===== src/rtl/store_narrow_unit.sv =====
// Store narrowing unit for the MEM stage of the multi-cycle datapath.
// Narrows a 32-bit register value to a byte, halfword or word store. It places
// the data on the memory byte lanes, builds the byte enables and checks the
// alignment. It then runs a req/ack write to data memory with a timeout and
// reports completion to the control FSM.
//
// Ports:
//   clk, rst_n      clock (rising edge), asynchronous active-low reset
//   start           one-cycle store request, sampled only while idle
//   size            00 byte, 01 halfword, 10 word, 11 illegal
//   addr            byte address of the store
//   wdata           register value; low bits used for narrow stores
//   mem_req         write request to data memory
//   mem_addr        word-aligned address
//   mem_wdata       lane-replicated write data
//   mem_be          byte enables, bit i = byte lane i (little-endian)
//   mem_ack         memory accepted the write (meaningful only with mem_req)
//   busy            unit not idle
//   done            one-cycle completion pulse
//   err             one-cycle pulse with done on misalign/illegal size/timeout
module store_narrow_unit #(
  parameter int unsigned ADDR_WIDTH = 32,
  parameter int unsigned TIMEOUT    = 16
) (
  input  logic                  clk,
  input  logic                  rst_n,
  input  logic                  start,
  input  logic [1:0]            size,
  input  logic [ADDR_WIDTH-1:0] addr,
  input  logic [31:0]           wdata,
  output logic                  mem_req,
  output logic [ADDR_WIDTH-1:0] mem_addr,
  output logic [31:0]           mem_wdata,
  output logic [3:0]            mem_be,
  input  logic                  mem_ack,
  output logic                  busy,
  output logic                  done,
  output logic                  err
);

  localparam int unsigned CNT_W = (TIMEOUT < 2) ? 1 : $clog2(TIMEOUT + 1);
  localparam logic [CNT_W-1:0] CNT_LAST = CNT_W'(TIMEOUT - 1);

  typedef enum logic [1:0] {
    S_IDLE = 2'd0,
    S_REQ  = 2'd1,
    S_FIN  = 2'd2
  } state_t;

  state_t                r_state;
  logic [CNT_W-1:0]      r_cnt;
  logic                  r_mem_req;
  logic [ADDR_WIDTH-1:0] r_mem_addr;
  logic [31:0]           r_mem_wdata;
  logic [3:0]            r_mem_be;
  logic                  r_busy;
  logic                  r_done;
  logic                  r_err;

  logic                  w_legal;
  logic [3:0]            w_be;
  logic [31:0]           w_lane_data;
  logic [ADDR_WIDTH-1:0] w_word_addr;

  // Lane placement, byte enables and alignment check for the incoming request.
  always_comb begin
    w_legal     = 1'b0;
    w_be        = 4'b0000;
    w_lane_data = 32'h0;
    case (size)
      2'b00: begin
        w_legal     = 1'b1;
        w_be        = 4'b0001 << addr[1:0];
        w_lane_data = {4{wdata[7:0]}};
      end
      2'b01: begin
        w_legal     = ~addr[0];
        w_be        = addr[1] ? 4'b1100 : 4'b0011;
        w_lane_data = {2{wdata[15:0]}};
      end
      2'b10: begin
        w_legal     = (addr[1:0] == 2'b00);
        w_be        = 4'b1111;
        w_lane_data = wdata;
      end
      default: begin
        w_legal     = 1'b0;
        w_be        = 4'b0000;
        w_lane_data = 32'h0;
      end
    endcase
  end

  assign w_word_addr = {addr[ADDR_WIDTH-1:2], 2'b00};

  // Control FSM; every output is a register updated here.
  always_ff @(posedge clk or negedge rst_n) begin
    if (!rst_n) begin
      r_state     <= S_IDLE;
      r_cnt       <= '0;
      r_mem_req   <= 1'b0;
      r_mem_addr  <= '0;
      r_mem_wdata <= 32'h0;
      r_mem_be    <= 4'b0000;
      r_busy      <= 1'b0;
      r_done      <= 1'b0;
      r_err       <= 1'b0;
    end else begin
      case (r_state)
        S_IDLE: begin
          if (start) begin
            r_busy <= 1'b1;
            r_cnt  <= '0;
            if (w_legal) begin
              r_state     <= S_REQ;
              r_mem_req   <= 1'b1;
              r_mem_addr  <= w_word_addr;
              r_mem_wdata <= w_lane_data;
              r_mem_be    <= w_be;
            end else begin
              // Illegal request never reaches memory.
              r_state <= S_FIN;
              r_done  <= 1'b1;
              r_err   <= 1'b1;
            end
          end
        end

        S_REQ: begin
          if (mem_ack || (r_cnt == CNT_LAST)) begin
            // Ack takes priority over a coincident timeout.
            r_state     <= S_FIN;
            r_mem_req   <= 1'b0;
            r_mem_addr  <= '0;
            r_mem_wdata <= 32'h0;
            r_mem_be    <= 4'b0000;
            r_done      <= 1'b1;
            r_err       <= ~mem_ack;
          end else begin
            r_cnt <= r_cnt + CNT_W'(1);
          end
        end

        S_FIN: begin
          r_state <= S_IDLE;
          r_cnt   <= '0;
          r_busy  <= 1'b0;
          r_done  <= 1'b0;
          r_err   <= 1'b0;
        end

        default: begin
          r_state     <= S_IDLE;
          r_cnt       <= '0;
          r_mem_req   <= 1'b0;
          r_mem_addr  <= '0;
          r_mem_wdata <= 32'h0;
          r_mem_be    <= 4'b0000;
          r_busy      <= 1'b0;
          r_done      <= 1'b0;
          r_err       <= 1'b0;
        end
      endcase
    end
  end

  assign mem_req   = r_mem_req;
  assign mem_addr  = r_mem_addr;
  assign mem_wdata = r_mem_wdata;
  assign mem_be    = r_mem_be;
  assign busy      = r_busy;
  assign done      = r_done;
  assign err       = r_err;

endmodule


===== config.mk =====
export PLATFORM = sky130hd
export DESIGN_NAME = store_narrow_unit
export DESIGN_NICKNAME = d
export VERILOG_FILES = /design/src/rtl/store_narrow_unit.sv
export SDC_FILE = /design/constraint.sdc
export NUM_CORES = 1
export LEC_CHECK = 0
export BUFFER_PORTS_ARGS = -buffer_cell sky130_fd_sc_hd__buf_2
export CAP_MARGIN = 30
export CORE_MARGIN = 10
export CORE_UTILIZATION = 55
export CTS_BUF_LIST = sky130_fd_sc_hd__clkbuf_8
export DETAILED_ROUTE_END_ITERATION = 10
export PLACE_DENSITY_LB_ADDON = 0.1
export REMOVE_ABC_BUFFERS = 1
export SYNTH_ARGS = -nofsm -noshare
export SYNTH_HDL_FRONTEND = slang
export SYNTH_SLANG_ARGS = --single-unit

===== constraint.sdc =====
create_clock -name clk -period 3.6 [get_ports clk]
set_input_delay 0.54 -clock clk [delete_from_list [all_inputs] [get_ports clk]]
set_output_delay 0.54 -clock clk [all_outputs]
set_load 0.02 [all_outputs]

==> results of run 1 <==
worst max-delay path, delay by kind of cell (launching register included):
family | cells | cell delay [ps]
buffers and inverters | 1 | 400
AO/OA/AOI/OAI | 3 | 830
adder cells (fa/ha/maj) | 2 | 420
flip-flops | 1 | 420
AND/OR/NAND/NOR | 2 | 480
worst max path at each step:
stage | slack, ps | start | endpoint
after global routing | 800 | r_cnt[0] | mem_wdata[26]
after detailed placement | 1000 | r_cnt[0] | mem_wdata[10]
after floorplan | -340 | r_cnt[0] | mem_wdata[10]
after CTS | 980 | r_cnt[0] | mem_wdata[10]
after global placement | 1090 | r_cnt[0] | mem_wdata[10]
final | 970 | r_cnt[0] | mem_wdata[10]
layout by cell type (no fill, tap or decap), types with 2 or more instances in the layout:
cell type / instances
a21oi_1: 44
a21oi_2: 3
a31o_2: 2
buf_2: 138
buf_4: 9
clkbuf_8: 11
clkinv_2: 2
conb_1: 2
dfrtp_1: 77
ha_1: 2
inv_1: 3
mux2_2: 2
mux2i_1: 16
nand2_1: 82
nand3_1: 58
nor2_1: 26
nor2b_1: 11
nor3_1: 2
nor3b_1: 2
o21a_1: 2
o21ai_0: 23
metrics by stage:
stage | hold slack (ps) | setup TNS, ps | cell area [um^2] | cells
floorplan | 244 | -13780 | 3490 | 375
global placement | 462 | 0 | 4360 | 599
detailed placement | 470 | 0 | 4360 | 599
CTS | 366 | 0 | 4560 | 614
global route | 370 | 0 | 4600 | 616
finish | 378 | 0 | 4600 | 617
cells in the mapped netlist, types with 2 or more instances:
| cell type | n | area, um^2 |
|---|---|---|
| clkbuf_1 | 10 | 37.5 |
| buf_4 | 7 | 52.6 |
| o21a_1 | 2 | 15.0 |
| mux2i_1 | 16 | 160 |
| nand2_1 | 82 | 308 |
| ha_1 | 2 | 25.0 |
| a21oi_1 | 44 | 220 |
| buf_6 | 3 | 33.8 |
| buf_2 | 12 | 60.1 |
| nand3_1 | 58 | 290 |
| a21oi_2 | 3 | 26.3 |
| a31o_2 | 2 | 17.5 |
| buf_1 | 3 | 11.3 |
| mux2_2 | 2 | 22.5 |
| nor3_1 | 2 | 10.0 |
| nor2b_1 | 11 | 68.8 |
| dfrtp_1 | 77 | 1930 |
| o21ai_0 | 23 | 115 |
| nor2_1 | 26 | 97.6 |
| nor3b_1 | 2 | 15.0 |
| inv_1 | 3 | 11.3 |
final cells by class:
class                           instances  area (um^2)  area share (%)
Antenna cell                            1         2.50          0.0544
Clock buffer                           11          151            3.29
Clock inverter                          4         47.5            1.03
Inverter                                3         11.3           0.245
Multi-Input combinational cell        295         1570            34.1
Sequential cell                        77         1930            41.9
Tap cell                               77         96.3            2.10
Timing Repair Buffer                  149          796            17.3
registers in the layout (all words and copies together) (netlist names):
register,flops
mem_req,1
busy,1
done,1
err,1
mem_addr,30
mem_wdata,32
r_cnt,5
mem_be,4
r_state,2
logic make-up (layout without fill, tap and decap cells):
group           Yosys count  count (layout)  synth area share [%]
xor+xnor                  2               2                 0.475
flops                    77              77                  52.3
buf+inv                  38             167                  5.60
simple gates            188             188                  23.0
fa+ha+maj                 2               2                 0.679
other cells               1               3                 0.102
compound gates           83              83                  12.9
mux                      18              18                  4.96
layer usage:
layer	global-route usage, %	up-vias	part of all wire (%)
li1	-	1633	-
met1	23.6	1603	40
met2	32.6	125	49
met3	8.03	11	9.2
met4	5.97	0	1.3
met5	0	-	0
power by group through the flow:
stage	sequential (W)	combinational (W)	clock (W)
2_1_floorplan	0.00150	0.000293	0
3_3_place_gp	0.00123	0.000952	0
3_5_place_dp	0.00124	0.000975	0
4_1_cts	0.00122	0.000977	0.000674
5_1_grt	0.00126	0.00106	0.000711
6_report	0.00123	0.000968	0.000658
repair_timing:
item,CTS,global route
endpoints found under the hold margin,0,2
resized for setup,0,0
hold buffers,0,1
==> impl_metrics.env, run 1 <==
export IMPL_status="finished clean"
export IMPL_maxCapViolCount=0
export IMPL_yosysUniqueCellTypes=40
export IMPL_synth_cells=409
export IMPL_grt_pass1_wl_mm=16.5
export IMPL_power_w=0.00285
export IMPL_grt_pass1_vias=3411
export IMPL_antenna_found_initial=0
export IMPL_start_kind="register"
export IMPL_cts_tree="built"
export IMPL_fin_util_pct=71.6
export IMPL_ys_warn_count=0
export IMPL_p_int_w=0.00177
export IMPL_fin_crit_sh_pct=73.2
export IMPL_arrival_ps=2900
export IMPL_drt_iter0_drc=143
export IMPL_dieArea_um2=10400
export IMPL_p_sw_w=0.00108
export IMPL_holdPathEnd="mem_addr[6]"
export IMPL_min_delay_start="addr[6]"
export IMPL_final_max_slew_violation_count=0
export IMPL_fill_cells=539
export IMPL_syn_avg_cell_area_um2=9.01
export IMPL_setup_viol=0
export IMPL_grt_start_max_net_pins=78
export IMPL_pwr_share_seq_pct=43.0
export IMPL_ff2ff_path_depth=8
export IMPL_synth_seq_area_share_pct=52.3
export IMPL_cts_setup_buffers=0
export IMPL_h_tree_depth=3
export IMPL_slowest_stage="o21ai_4"
export IMPL_power_frac_clock_pct=23.1
export IMPL_detail_route_vias_per_cell=5.47
export IMPL_fin_crit_ps=2630
export IMPL_dp_hpwl_mm=7.31
export IMPL_cp_slowest_stage_delay_ps=600
export IMPL_ys_ff_latch=77
export IMPL_switching_share_pct=37.8
export IMPL_power_density_nw_per_um2=620
export IMPL_die_w_um=102
export IMPL_cp_end_kind="register"
export IMPL_whs_path_depth=3
export IMPL_worst_pin_slew_ps=829
export IMPL_cts_buffers=9
export IMPL_fmax_ghz=0.380
export IMPL_required_ps=3870
export IMPL_hp_class="in -> reg"
export IMPL_ir_drop_uv=419
export IMPL_grt_usage_pct=19.9
export IMPL_finalNetCount=607
export IMPL_rsz0062_at_grt="false"
export IMPL_synthFlopType="dfrtp_1"
export IMPL_cts_root_buffer="clkbuf_8"
export IMPL_fp_row_count=29
export IMPL_drc=0
export IMPL_core_area_um2=6420
export IMPL_reg2reg_slack_ps=970
export IMPL_io_buffers=139
export IMPL_syn_area_um2=3680
export IMPL_clk_path_buf_depth=2
export IMPL_num_io_pins=142
export IMPL_post_place_ws_ps=1000
export IMPL_antenna_left=0
export IMPL_vias=3372
export IMPL_clkSinkCount=77
export IMPL_clk_insertion_delay_late_ps=350
export IMPL_area_growth_pct=24.8
export IMPL_rr_startpoint="r_cnt[0]"
export IMPL_wl_per_cell_um=16.7
export IMPL_leakagePower_nw=2.49
export IMPL_gp_congestion=0.768
export IMPL_crit_type="reg -> reg"
export IMPL_drive_gt1_share_pct=32.5
export IMPL_start_util_pct=57.4
export IMPL_synth_edf_count=0
export IMPL_dr_pass1_iters=5
export IMPL_skew_ps=6.05
export IMPL_cp_max_fo=26
export IMPL_setup_slack_ps=966
export IMPL_p_comb_share_pct=33.9
export IMPL_async_flop_share_pct=100
export IMPL_wl_mm=10.3
export IMPL_clk_pin_slew_ps=80
export IMPL_path_cells="ha_1 -> and3_1 -> ha_1 -> or2_1 -> o21ai_4 -> buf_4 -> a21oi_1 -> a21oi_2"
export IMPL_relSlewSlack_pct=44.6
export IMPL_cpMostUsedCell="ha_1"
export IMPL_finalHoldViolCount=0
export IMPL_die_height_um=102
export IMPL_grt_ovfl_total=0
export IMPL_worstReg2RegEnd="mem_wdata[10]"
Note: power is estimated with default switching activity, not from simulation.
==> run 2, diff against run 1 <==
--- a/config.mk
+++ b/config.mk
@@ -8,7 +8,7 @@
 export BUFFER_PORTS_ARGS = -buffer_cell sky130_fd_sc_hd__buf_2
 export CAP_MARGIN = 30
 export CORE_MARGIN = 10
-export CORE_UTILIZATION = 55
+export CORE_UTILIZATION = 51
 export CTS_BUF_LIST = sky130_fd_sc_hd__clkbuf_8
 export DETAILED_ROUTE_END_ITERATION = 10
 export PLACE_DENSITY_LB_ADDON = 0.1
==> constraint.sdc (replaced) <==
create_clock -name clk -period 2.57 [get_ports clk]
set_input_delay 0.3855 -clock clk [delete_from_list [all_inputs] [get_ports clk]]
set_output_delay 0.3855 -clock clk [all_outputs]
set_load 0.02 [all_outputs]
==> impl_metrics.env, run 2 (same netlist as run 1, synthesis figures left out) <==
export IMPL_status="finished with violations"
export IMPL_violations="negative hold slack"
export IMPL_cp_startpoint="r_cnt[0]"
export IMPL_pwr_share_seq_pct=41.2
export IMPL_drive_gt1_share_pct=33.0
export IMPL_finalHoldViolCount=1
export IMPL_dp_hpwl_mm=7.53
export IMPL_power_density_nw_per_um2=876
export IMPL_grt_start_max_net_pins=78
export IMPL_rr_startpoint="r_cnt[0]"
export IMPL_setup_viol=0
export IMPL_instances_no_fill=640
export IMPL_final_max_slew_violation_count=0
export IMPL_layout_common_cells="buf_2, nand2_1, dfrtp_1"
export IMPL_fin_crit_sh_pct=85.0
export IMPL_core_area_um2=6910
export IMPL_wl_per_cell_um=16.2
export IMPL_cp_end_kind="register"
export IMPL_h_tree_depth=3
export IMPL_drc=0
export IMPL_hp_class="in -> async"
export IMPL_arrival_ps=2460
export IMPL_gp_congestion=0.781
export IMPL_multiInputGateArea_um2=1570
export IMPL_clk_insertion_delay_late_ps=350
export IMPL_fin_crit_ps=2190
export IMPL_cp_max_fo=23
export IMPL_cp_slowest_stage_delay_ps=420
export IMPL_grt_pass1_wl_mm=16.8
export IMPL_leakagePower_nw=2.52
export IMPL_rsz0062_at_grt="false"
export IMPL_fin_tns_setup_ps=0
export IMPL_io_buffers=139
export IMPL_holdWs_ps=-0.120
export IMPL_p_int_w=0.00258
export IMPL_switching_share_pct=37.1
export IMPL_p_comb_share_pct=33.8
export IMPL_skew_ps=17.2
export IMPL_area_growth_pct=26.9
export IMPL_fin_util_pct=67.7
export IMPL_num_io_pins=142
export IMPL_cts_setup_buffers=0
export IMPL_p_sw_w=0.00152
export IMPL_clkSinkCount=77
export IMPL_slowest_stage="dfrtp_1"
export IMPL_grt_pass1_vias=3371
export IMPL_maxCapViolCount=0
export IMPL_cts_buffers=9
export IMPL_cts_root_buffer="clkbuf_8"
export IMPL_path_cells="ha_1 -> and3_1 -> ha_1 -> or2_1 -> o21ai_4 -> buf_4 -> a21oi_1 -> a21oi_1"
export IMPL_wl_mm=10.3
export IMPL_dr_pass1_iters=4
export IMPL_drt_iter0_drc=172
export IMPL_power_frac_clock_pct=25.0
export IMPL_placed_cells=622
export IMPL_grt_ovfl_total=0
export IMPL_clk_path_buf_depth=2
export IMPL_fp_row_count=30
export IMPL_grt_usage_pct=18.3
export IMPL_fill_cells=614
export IMPL_crit_type="reg -> reg"
export IMPL_clk_pin_slew_ps=90
export IMPL_die_height_um=105
export IMPL_antenna_found_initial=1
export IMPL_detail_route_vias_per_cell=5.20
export IMPL_cts_tree="built"
export IMPL_register_area_um2=1930
export IMPL_cts_resized_gates=0
export IMPL_final_common_cell="buf_2"
export IMPL_hold_buffers=0
export IMPL_finalNetCount=610
export IMPL_start_util_pct=53.4
export IMPL_required_ps=2840
export IMPL_fmax_ghz=0.458
export IMPL_start_kind="register"
export IMPL_die_w_um=105
export IMPL_relSlewSlack_pct=47.3
export IMPL_ir_drop_uv=434
export IMPL_dieArea_um2=11000
export IMPL_antenna_left=0
export IMPL_worst_pin_slew_ps=788
export IMPL_vias=3331
export IMPL_largest_reg_flops=32
[run 2: cell types whose count changed in the layout (fill, tap and decap cells not counted), sizes merged]
| cell | delta |
|---|---|
| buf | +4 |
| inv | +2 |
| dlygate4sd3 | -1 |
| clkbuf | -1 |
| clkinvlp | -1 |
| bufinv | +1 |
[run 2: metrics by stage]
| step | setup WS [ps] | instance area [um^2] | hold slack (ps) | total power [W] |
|---|---|---|---|---|
| 6_report | 384 | 4680 | -0.120 | 0.00410 |
| 5_1_grt | 274 | 4680 | 24.2 | 0.00435 |
| 4_1_cts | 384 | 4650 | 212 | 0.00414 |
| 3_5_place_dp | 371 | 4430 | 461 | 0.00312 |
| 3_3_place_gp | 463 | 4420 | 458 | 0.00308 |
| 2_1_floorplan | -1370 | 3490 | 89.9 | 0.00251 |
[run 2: layer usage]
metal	GRT usage, %	share of wire [%]	vias up	wire length [um]
met5	0	0	-	0
met1	22.7	43	1564	4410
met4	6.96	1.5	0	152
met2	28.8	48	116	4930
met3	6.20	8.2	12	850
li1	-	-	1639	-
[run 2: power by group through the flow]
| stage | Sequential [W] | Combinational [W] | Clock, W |
|---|---|---|---|
| final | 0.00169 | 0.00138 | 0.00102 |
| after global routing | 0.00173 | 0.00152 | 0.00110 |
| after CTS | 0.00169 | 0.00141 | 0.00104 |
| after detailed placement | 0.00171 | 0.00141 | 0 |
| after global placement | 0.00170 | 0.00137 | 0 |
| after floorplan | 0.00209 | 0.000411 | 0 |
[run 2: path summary, 6_finish.rpt]
kind / slack, ps / cells after the start / end
max: 380 / 8 / mem_wdata[8]
min: -0.1 / 1 / r_cnt[2]
max reg2reg: 380 / 8 / mem_wdata[8]
min reg2reg: 470 / 2 / mem_req
max in group asynchronous: 1990 / 2 / mem_wdata[28]
min in group clk: 220 / 3 / mem_addr[3]
[run 2: cell type report]
class,count,area share [%]
diodes,1,0.0535
clock buffers,10,2.94
clock inverters,6,1.85
inverters,3,0.241
multi-input cells,295,33.5
flip-flops and latches,77,41.2
well taps,96,2.57
repair buffers,152,17.6
[run 2: critical path, delay by kind of cell, from the launching register on]
kind	cells	cell delay, ps
buf+inv	1	290
compound gates	3	480
flops	1	420
simple gates	2	500
fa+ha+maj	2	420
